[src/rtl/rps_round_ctrl.sv]
// Round sequencer for the rock-paper-scissors game: takes the player's move, asks the
// predictor for a guess, plays the counter-move, scores it and feeds history back.
module rps_round_ctrl #(
    parameter int WIN_TARGET   = 5,
    parameter int SHOW_CYCLES  = 50000000,
    parameter int PRED_TIMEOUT = 16
) (
    input  logic       clock,
    input  logic       reset,
    input  logic       new_game,
    input  logic       move_valid,
    input  logic [1:0] move,
    output logic       pred_req,
    input  logic       pred_ack,
    input  logic [1:0] pred_choice,
    output logic       hist_valid,
    output logic [3:0] hist_combination,
    output logic       hist_first,
    output logic       move_ready,
    output logic [1:0] ai_move,
    output logic [1:0] result,
    output logic [3:0] player_score,
    output logic [3:0] ai_score,
    output logic       game_over,
    output logic [3:0] timeouts,
    output logic [2:0] state_dbg
);

    localparam int SW = (SHOW_CYCLES > 1) ? $clog2(SHOW_CYCLES) : 1;
    localparam int TW = (PRED_TIMEOUT > 1) ? $clog2(PRED_TIMEOUT) : 1;
    localparam logic [SW-1:0] SHOW_LAST = SW'(SHOW_CYCLES - 1);
    localparam logic [TW-1:0] TO_LAST   = TW'(PRED_TIMEOUT - 1);
    localparam logic [3:0]    WIN       = 4'(WIN_TARGET);

    typedef enum logic [2:0] {
        S_IDLE    = 3'd0,
        S_REQ     = 3'd1,
        S_RESOLVE = 3'd2,
        S_UPDATE  = 3'd3,
        S_SHOW    = 3'd4,
        S_OVER    = 3'd5
    } state_t;

    state_t          state;
    logic [1:0]      cur_move;
    logic [1:0]      prev_move;
    logic            has_prev;
    logic [1:0]      pred;
    logic [1:0]      rng;
    logic [TW-1:0]   wait_cnt;
    logic [SW-1:0]   show_cnt;

    logic [1:0]      ai_next;
    logic            player_wins;
    logic            is_tie;

    assign state_dbg = state;

    // pred is always stored already folded into 0..2
    always_comb begin
        ai_next     = (pred == 2'd2) ? 2'd0 : pred + 2'd1;
        player_wins = (cur_move == ((ai_next == 2'd2) ? 2'd0 : ai_next + 2'd1));
        is_tie      = (cur_move == ai_next);
    end

    always_ff @(posedge clock) begin
        if (reset) begin
            state            <= S_IDLE;
            cur_move         <= 2'd0;
            prev_move        <= 2'd0;
            has_prev         <= 1'b0;
            pred             <= 2'd0;
            rng              <= 2'd0;
            wait_cnt         <= '0;
            show_cnt         <= '0;
            pred_req         <= 1'b0;
            hist_valid       <= 1'b0;
            hist_combination <= 4'd0;
            hist_first       <= 1'b0;
            move_ready       <= 1'b1;
            ai_move          <= 2'd0;
            result           <= 2'b00;
            player_score     <= 4'd0;
            ai_score         <= 4'd0;
            game_over        <= 1'b0;
            timeouts         <= 4'd0;
        end else begin
            rng <= (rng == 2'd2) ? 2'd0 : rng + 2'd1;
            if (new_game) begin
                // abort whatever is in flight; the timeout tally survives
                state        <= S_IDLE;
                prev_move    <= 2'd0;
                has_prev     <= 1'b0;
                pred_req     <= 1'b0;
                hist_valid   <= 1'b0;
                move_ready   <= 1'b1;
                ai_move      <= 2'd0;
                result       <= 2'b00;
                player_score <= 4'd0;
                ai_score     <= 4'd0;
                game_over    <= 1'b0;
            end else begin
                hist_valid <= 1'b0;
                case (state)
                    S_IDLE: begin
                        if (move_valid && move != 2'd3) begin
                            cur_move   <= move;
                            move_ready <= 1'b0;
                            pred_req   <= 1'b1;
                            wait_cnt   <= '0;
                            state      <= S_REQ;
                        end
                    end
                    S_REQ: begin
                        if (pred_ack) begin
                            pred     <= (pred_choice == 2'd3) ? 2'd0 : pred_choice;
                            pred_req <= 1'b0;
                            state    <= S_RESOLVE;
                        end else if (wait_cnt == TO_LAST) begin
                            pred     <= rng;
                            pred_req <= 1'b0;
                            if (timeouts != 4'hf) timeouts <= timeouts + 4'd1;
                            state    <= S_RESOLVE;
                        end else begin
                            wait_cnt <= wait_cnt + TW'(1);
                        end
                    end
                    S_RESOLVE: begin
                        ai_move <= ai_next;
                        if (is_tie) begin
                            result <= 2'b11;
                        end else if (player_wins) begin
                            result       <= 2'b01;
                            player_score <= player_score + 4'd1;
                        end else begin
                            result   <= 2'b10;
                            ai_score <= ai_score + 4'd1;
                        end
                        // history strobe lands in the UPDATE cycle
                        hist_valid       <= 1'b1;
                        hist_combination <= {prev_move, cur_move};
                        hist_first       <= ~has_prev;
                        prev_move        <= cur_move;
                        has_prev         <= 1'b1;
                        state            <= S_UPDATE;
                    end
                    S_UPDATE: begin
                        show_cnt <= '0;
                        state    <= S_SHOW;
                    end
                    S_SHOW: begin
                        if (show_cnt == SHOW_LAST) begin
                            if (player_score == WIN || ai_score == WIN) begin
                                game_over <= 1'b1;
                                state     <= S_OVER;
                            end else begin
                                move_ready <= 1'b1;
                                state      <= S_IDLE;
                            end
                        end else begin
                            show_cnt <= show_cnt + SW'(1);
                        end
                    end
                    S_OVER: begin
                        state <= S_OVER;
                    end
                    default: state <= S_IDLE;
                endcase
            end
        end
    end

endmodule

[config.mk]
export PLATFORM = sky130hd
export DESIGN_NAME = rps_round_ctrl
export DESIGN_NICKNAME = d
export VERILOG_FILES = /design/src/rtl/rps_round_ctrl.sv
export SDC_FILE = /design/constraint.sdc
export NUM_CORES = 1
export LEC_CHECK = 0
export CAP_MARGIN = 15
export CORE_ASPECT_RATIO = 0.75
export CORE_MARGIN = 5
export CORE_UTILIZATION = 50
export CTS_CLUSTER_SIZE = 40
export DETAILED_ROUTE_END_ITERATION = 8
export GPL_TIMING_DRIVEN = 0
export PLACE_DENSITY = 0.8
export SLEW_MARGIN = 0
export SYNTH_ARGS = -nofsm -noshare
export SYNTH_HDL_FRONTEND = slang
export SYNTH_SLANG_ARGS = --single-unit
[constraint.sdc]
create_clock -name clock -period 2.55 [get_ports clock]
set_input_delay 0.6375 -clock clock [delete_from_list [all_inputs] [get_ports clock]]
set_output_delay 0.6375 -clock clock [all_outputs]
set_load 0.02 [all_outputs]
Word-level counts from Yosys, hierarchy flattened
Index checks and enable logic that the tools add are counted. W data, S select, Z words.

Latch bits: 0. Memories kept: 0. Word-level logic and storage cells: 105. ROM bits: 0. Bits in writable memories: 0. Register bits: 67.

$add $sub $neg: 8. Order comparisons: 0. Divide/modulo/power cells: 0. Shifts and indexed selects: 0. $mul: 0. Muxes and demuxes: 28. Reduce and logical (&&, ||, !) cells: 21. Bitwise operators: 5. Equal/unequal tests: 24.

Operator list (number): $pmux W26 S2 (1); $add A26 B1 Y26 const B (1); $eq A26 B26 Y1 const B (1); $mux W26 (1); $reduce_and A3 Y1 (8); $pmux W3 S6 (1); $add A4 B1 Y4 const B (4); $mux W3 (5); $mux W2 (7); $ne A2 B2 Y1 const B (7); $mux W4 (3); $reduce_and A5 Y1 (2); $eq A2 B2 Y1 const B (4); $eq A4 B3 Y1 const B (2); $pmux W4 S2 (1); $reduce_bool A2 Y1 (4); $mux W1 (7); $add A2 B1 Y2 const B (3); $eq A3 B2 Y1 const B (2); $eq A3 B3 Y1 const B (2); $not A1 Y1 (5); $eq A2 B2 Y1 (2); $eq A4 B4 Y1 const B (1); $ne A4 B4 Y1 const B (1); 9 further kinds (11).

Logic depth before layout (Yosys ltp)
Depth in word-level cells: 7. Mapped depth: 9.

Least setup slack after synthesis
Ideal clock, no wire load.

Kind: input to register. From: input pred_ack. To: register wait_cnt[3]. Library setup time: 130 ps. Data arrival time: 1864 ps. Stages: 6. Buffers on the path: 0. Slack: 556 ps. Path through: a31oi_2 -> or4b_1 -> a21oi_2 -> nand4_1 -> xor2_1 -> nor3_2.

Longest elaborated chain between the ends: 2.

RTL lines: from (decl) (RTL line 14) `input logic pred_ack,`; $ne A2 B2 Y1 (no source line); $reduce_and A5 Y1 (no source line); to (signal assigned) (RTL line 125) `wait_cnt <= wait_cnt + TW'(1);`; to (decl) (RTL line 50) `logic [TW-1:0] wait_cnt;`.

No other way between the ends. A chain may end at the register's enable or synchronous reset.

Final worst setup path
Same ends and word-level chain as after synthesis.

==> impl_metrics.csv <==
group,metric,value,unit
floorplan,io_pins,37,
power_and_ir_drop,ir_drop,0.000353,V
timing,rsz0062_at_grt,"no",
setup_path,cp.depth,7,
synth,yosysTopAreaCell,"dfxtp_1",
setup_path,critPathKind,"in -> reg",
global_routing,grt_antenna_before_repair,0,
cts,clockBufferDepth,2,
setup_path,required,2.76,ns
cts,numCtsBuffers,9,
synth,async_flop_share,0,%
synth,synth_seq_cells,67,
global_routing,grt_first_pass_wirelength,13900,µm
cts,htree_num_levels,3,
cts,numClockSinks,67,
setup_path,max_stage_delay,0.57,ns
routing,vias,3134,
routing,route.detailed.drc,0,
synth,netlist_top_cells_count,"67 x dfxtp_1, 56 x nor2_1, 36 x nand2_1",
synth,synth_edf_count,0,
synth,ys_warn_count,0,
place,io_buffers,35,
synth,synth_nets,413,
power_and_ir_drop,power,2.07,mW
timing,period_minus_slack,2.42,ns
routing,viasPerCell,5.94,
timing,setup_viol,0,
setup_path,arrival,2.63,ns
timing,fmax,414,MHz
layout,drive_above_1_share,8.05,%
floorplan,die-area,8270,µm²
floorplan,start_util,51.7,%
run_status,status,"finished, final reports clean",
timing,worst-slew-pin-transition,0.650,ns
routing,ant_nets,0,
timing,fin_skew,0.00776,ns
setup_path,critPathMaxFanout,7,
worst_hold_path,hp-class,"reg -> reg",
place,routabilityCongestion,0.917,
routing,wl_per_cell,15.8,µm
layout,syn2layout_area_growth,20.1,%
floorplan,fp.dieW,103,µm
flow_run,maxCapViolations,0,
synth,synth.distinct_cells,59,
setup_path,cp-start-kind,"primary input",
worst_hold_path,min_from,"rng[0]$_SDFF_PP0_",
routing,firstDrtPassIters,5,
synth,syn_inst,396,
place,dp_hpwl,5720,µm
power_and_ir_drop,powerDensity,528,nW/µm²
setup_path,r2r_start,"show_cnt[0]$_SDFFE_PP0P_",
setup_path,crit_path_top_delay_cell,"clkdlybuf4s50_1",
setup_path,worstRegToRegCells,8,
worst_hold_path,hold_depth,1,
global_routing,grt.overflow.total,0,
synth,yosysMostFrequentCell,"dfxtp_1",
setup_path,endpoint_kind,"flip-flop",
synth,ys_top_cells_by_area,"dfxtp_1 41%, nor2_1 6.4%, a21oi_1 4.9%",
floorplan,row_count,25,
global_routing,grt_start_max_net_pins,12,
routing,drtIter0Drc,230,
timing,final_hold_viol_count,0,
layout,antenna_cells,0,
global_routing,globalRouteTotalUtil,21.6,%
setup_path,worst-path-buf-inv,1,
synth,synth_seq_area_share,41.0,%
setup_path,r2r_slack,0.25,ns
cts,cts_setup_buffers,0,
layout,nets,459,
timing,slew_headroom,56.6,%
synth,synthDominantCellAreaShare,41.0,%
synth,syn_area,3270,µm²
setup_path,cpLargestDelayFamily,"simple AND/OR/NAND/NOR gates",
cts,clkTransAtPathRegs,0.07,ns
floorplan,core,6320,µm²
cts,cts_root_buf,"clkbuf_8",
global_routing,grt_pass1_vias,2922,
floorplan,fp.dieH,80.0,µm
worst_hold_path,worstHoldEndpoint,"rng[0]$_SDFF_PP0_",
routing,drt-total-wl,8340,µm
synth,syn_avg_cell_area,8.26,µm²
timing,whs,0.420,ns
timing,final_max_slew_viol_count,0,
synth,dominantRegCellSynth,"dfxtp_1",
power_and_ir_drop,leakage,1.32,nW
timing,min_period_over_period,94.8,%
cts,clk_latency,0.35,ns
setup_path,cp_cell_sequence,"clkdlybuf4s50_1 -> a31oi_4 -> or4b_1 -> a21oi_2 -> nand4_1 -> xor2_1 -> nor3_2",
cts,cts_tree,"yes",
setup_path,rr_endpoint,"show_cnt[24]$_SDFFE_PP0P_",
state kept, by name (all words and copies together), names as in the netlist, 3 cells and up:
signal and cells:
ai_score 4, show_cnt 26, wait_cnt 4, player_score 4
state_dbg 3, timeouts 4, hist_combination 4
timing repair:
item,in CTS,in global routing
hold buffers,0,0
gates resized for setup,1,1
endpoints found under the setup margin,7,1
layout make-up:
type                       instances  area (µm²)
tap                               81         101
clock buffer                      11         141
sequential                        67        1340
multi-input combinational        300        1820
clock inverter                     5        52.6
inverter                          10        37.5
timing repair buffer              35         350
buffer                            19        82.6
fill                             522        2390
placed cells by master, fill, tap and decap left out, types with 4 or more instances in the layout:
master	Yosys	routed
nor2_1	56	56
nand4_1	11	11
clkbuf_1	11	12
o21ai_0	15	15
xor2_1	13	13
o21ai_1	10	10
or4_1	4	4
nand3b_1	9	9
nor2b_1	4	4
dfxtp_1	67	67
ha_1	8	8
nand2b_1	4	4
clkbuf_8	0	10
inv_1	9	9
a21oi_1	32	32
o31ai_1	4	4
buf_2	4	5
nand2_1	36	36
o22ai_1	4	4
xnor2_1	9	9
and3_1	5	5
a211oi_1	5	5
nor3_1	10	10
clkdlybuf4s50_1	0	35
and4_1	7	7
or3_1	5	5
nand3_1	9	9
worst register-to-register path: stages, from the launching register on:
cell,delay (ns)
dfxtp_1,0.40
ha_1,0.20
and3_1,0.16
clkbuf_2,0.16
nand4_1,0.20
o21ai_2,0.42
a21oi_2,0.14
and3_1,0.21
mux2_1,0.30
per-layer routing:
layer  vias up  part of all wire (%)  track usage [%]
met1      1486                    48             30.3
met3        21                   7.5             6.11
li1       1509                     -                -
met5         -                     0                0
met4         0                   2.0             7.37
met2       118                    42             31.5
power by group:
group          switching, mW  internal [mW]  total [mW]
logic                 0.0731         0.0447       0.118
clock network          0.412          0.473       0.885
registers            0.00989           1.06        1.07
total                  0.495           1.58        2.07
cells by family (layout without fill, tap and decap cells):
| logic type | Yosys count | count (layout) | share of synthesized area (%) |
|---|---|---|---|
| simple gates | 178 | 178 | 28.7 |
| compound gates | 89 | 89 | 16.6 |
| flops | 67 | 67 | 41.0 |
| buf+inv | 29 | 80 | 3.64 |
| xor+xnor | 22 | 22 | 5.89 |
| fa+ha+maj | 8 | 8 | 3.06 |
| mux | 3 | 3 | 0.995 |
metrics by stage:
step                area (µm²)  utilization [%]  TNS, ns  instances  setup slack (ns)
floorplan                 3270                -        0        396             0.556
global placement          3720             58.9    -7.23        512            -0.357
detailed placement        3720             58.9    -7.91        512            -0.397
CTS                       3920             62.0        0        528             0.125
global route              3930             62.1        0        528            0.0346
finish                    3930             62.1        0        528             0.133
worst max-delay path by stage:
stage	from	endpoint	slack, ns
after floorplan	pred_ack	wait_cnt[3]$_SDFFE_PP0P_	0.56
after global placement	new_game	show_cnt[3]$_SDFFE_PP0P_	-0.36
after detailed placement	new_game	show_cnt[6]$_SDFFE_PP0P_	-0.40
after CTS	pred_ack	wait_cnt[3]$_SDFFE_PP0P_	0.12
after global routing	pred_ack	wait_cnt[3]$_SDFFE_PP0P_	0.03
final	pred_ack	wait_cnt[3]$_SDFFE_PP0P_	0.13
Note: power is estimated with default switching activity, not from simulation.
==> edit, RTL diff (same flow settings) <==
Set the parameter `PRED_TIMEOUT` to 8 (it was 16).
--- a/src/rtl/rps_round_ctrl.sv
+++ b/src/rtl/rps_round_ctrl.sv
@@ -4,5 +4,5 @@
     parameter int WIN_TARGET   = 5,
     parameter int SHOW_CYCLES  = 50000000,
-    parameter int PRED_TIMEOUT = 16
+    parameter int PRED_TIMEOUT = 8
 ) (
     input  logic       clock,
Check against the original RTL: not equivalent (Yosys sat finds a counterexample within 10 cycles, from zero or initial values and one cycle with reset high).
==> edit against the unedited design <==
First-iteration DRC count shrank 6.1%; area after synthesis grew 2.0%; power up 13%; routed wire length rose by 4.1%; sequential cell count is 1 lower; cell area rose by 3.5%; setup slack improved by 0.071 ns; non-clock buffer count increased by 1; critical endpoint is now show_cnt[15]$_SDFFE_PP0P_.
==> edit: results (changes against the unedited design) <==
| Metric | Value |
|---|---|
| Filler cells | `564 (+8.0%)` |
| Clk_skew | `0.00698 ns (-0.000779 ns)` |
| Reg2reg setup slack | `0.36 ns (+0.11 ns)` |
| Post-synthesis mux area share | `0.0188 (+0.00881)` |
| Peak supply drop | `0.370 mV (+4.8%)` |
| N_diodes | `0 (unchanged)` |
| Arr. time, crit path | `2.62 ns (about the same)` |
| Area contributors post-synth | `dfxtp_1 40%, nor2_1 4.7%, a21oi_1 4.4%` |
| Postcts setup bufs | `0 (unchanged)` |
| Hold Path Depth | `1 (unchanged)` |
| Slew margin rel. | `0.504 (-0.0624)` |
| Gpl congestion | `0.967 (+5.5%)` |
| Synth Area in Adders | `0.0338 (+0.00315)` |
| Register area share after synthesis | `0.396 (-0.0140)` |
| Proportion of layout cells with a drive suffix above 1 | `0.0885 (+0.00796)` |
| Post-Syn Nets | `418 (+1.2%)` |
| Vias | `3201 (+2.1%)` |
| Crit-path max FO | `10 (+3)` |
| Static Leak | `0.00140 µW (+6.3%)` |
| Post-DP Area | `3800 µm² (+2.0%)` |
| Drt pass-1 iters | `5 (unchanged)` |
| Port Buffers | `36 (+2.9%)` |
| DRT iter0 DRCs | `216 (-6.1%)` |
| CTS resizes | `0 (-1)` |
| Fin nets | `465 (+1.3%)` |
| CTS Root Cell | `clkbuf_8` |
| Status | `completed` |
| HPWL Detailed | `6.29 mm (+10%)` |
| First-pass GRT wire length | `14.5 mm (+4.1%)` |
| H-tree depth | `3 (unchanged)` |
| Post-synthesis compound-gate area fraction | `0.203 (+0.0369)` |
| Worst-Skew Late Latency | `0.35 ns (about the same)` |
| Largest net degree at the start of global routing | `13 (+1)` |
| List of most frequent post-synthesis cells | `66 x dfxtp_1, 42 x nor2_1, 38 x nand2_1` |
| Total wire length | `8.68 mm (+4.1%)` |
| Post-synthesis xor/xnor area fraction | `0.0210 (-0.0379)` |
| Inserted Clock Buffers | `9 (unchanged)` |
| FF-to-FF path depth | `6 (-2)` |
| Vias in the first global route | `3010 (+3.0%)` |
| Distinct cells, synth | `58 (-1.7%)` |
| Reg with most FFs | `show_cnt` |
| Synth Warn # | `0 (unchanged)` |
| Total Routing Usage GR | `0.213 (-0.00313)` |
-- edit: stage by stage --
stage,worst slack [ns],setup TNS [ns],hold slack [ns],cells,utilization
global route,0.0484,0,0.465,533,0.637
CTS,0.160,0,0.427,533,0.636
global placement,-0.132,-0.897,0.408,517,0.595
floorplan,0.674,0,0.400,400,-
finish,0.204,0,0.433,533,0.637
detailed placement,-0.163,-1.19,0.416,517,0.595
-- edit: area by class of cell --
class / instances / area, µm² / share of cell area
buffer: 19 / 113 / 0.0277
clock buffer: 10 / 128 / 0.0314
clock inverter: 6 / 138 / 0.0339
inverter: 10 / 37.5 / 0.00924
multi-input combinational: 305 / 1870 / 0.459
sequential: 66 / 1320 / 0.325
tap: 81 / 101 / 0.0249
timing repair buffer: 36 / 360 / 0.0887
-- edit: path summary, 6_finish.rpt --
| check | startpoint | to |
|---|---|---|
| setup / recovery | reset | show_cnt[15]$_SDFFE_PP0P_ |
| hold / removal | rng[0]$_SDFF_PP0_ | rng[0]$_SDFF_PP0_ |
| setup reg to reg | show_cnt[0]$_SDFFE_PP0P_ | show_cnt[22]$_SDFFE_PP0P_ |
| hold reg to reg | rng[0]$_SDFF_PP0_ | rng[0]$_SDFF_PP0_ |
-- edit: worst max-delay path, cell delays in order --
cell and delay, ns:
clkdlybuf4s50_1 0.44, clkbuf_1 0.30, nor2_1 0.67, nand2_1 0.19
buf_6 0.19, a22oi_1 0.17
-- edit: metal layers --
layer	wire length, µm	GRT usage	vias up
li1	-	-	1571
met1	4110	0.281	1517
met2	3930	0.345	102
met3	551	0.0643	11
met4	97	0.0453	0
met5	0	0	-
-- edit: report_power, final --
group	internal, µW	switching, µW
sequential	1040	7.09
clock	754	421
combinational	43.3	67.0
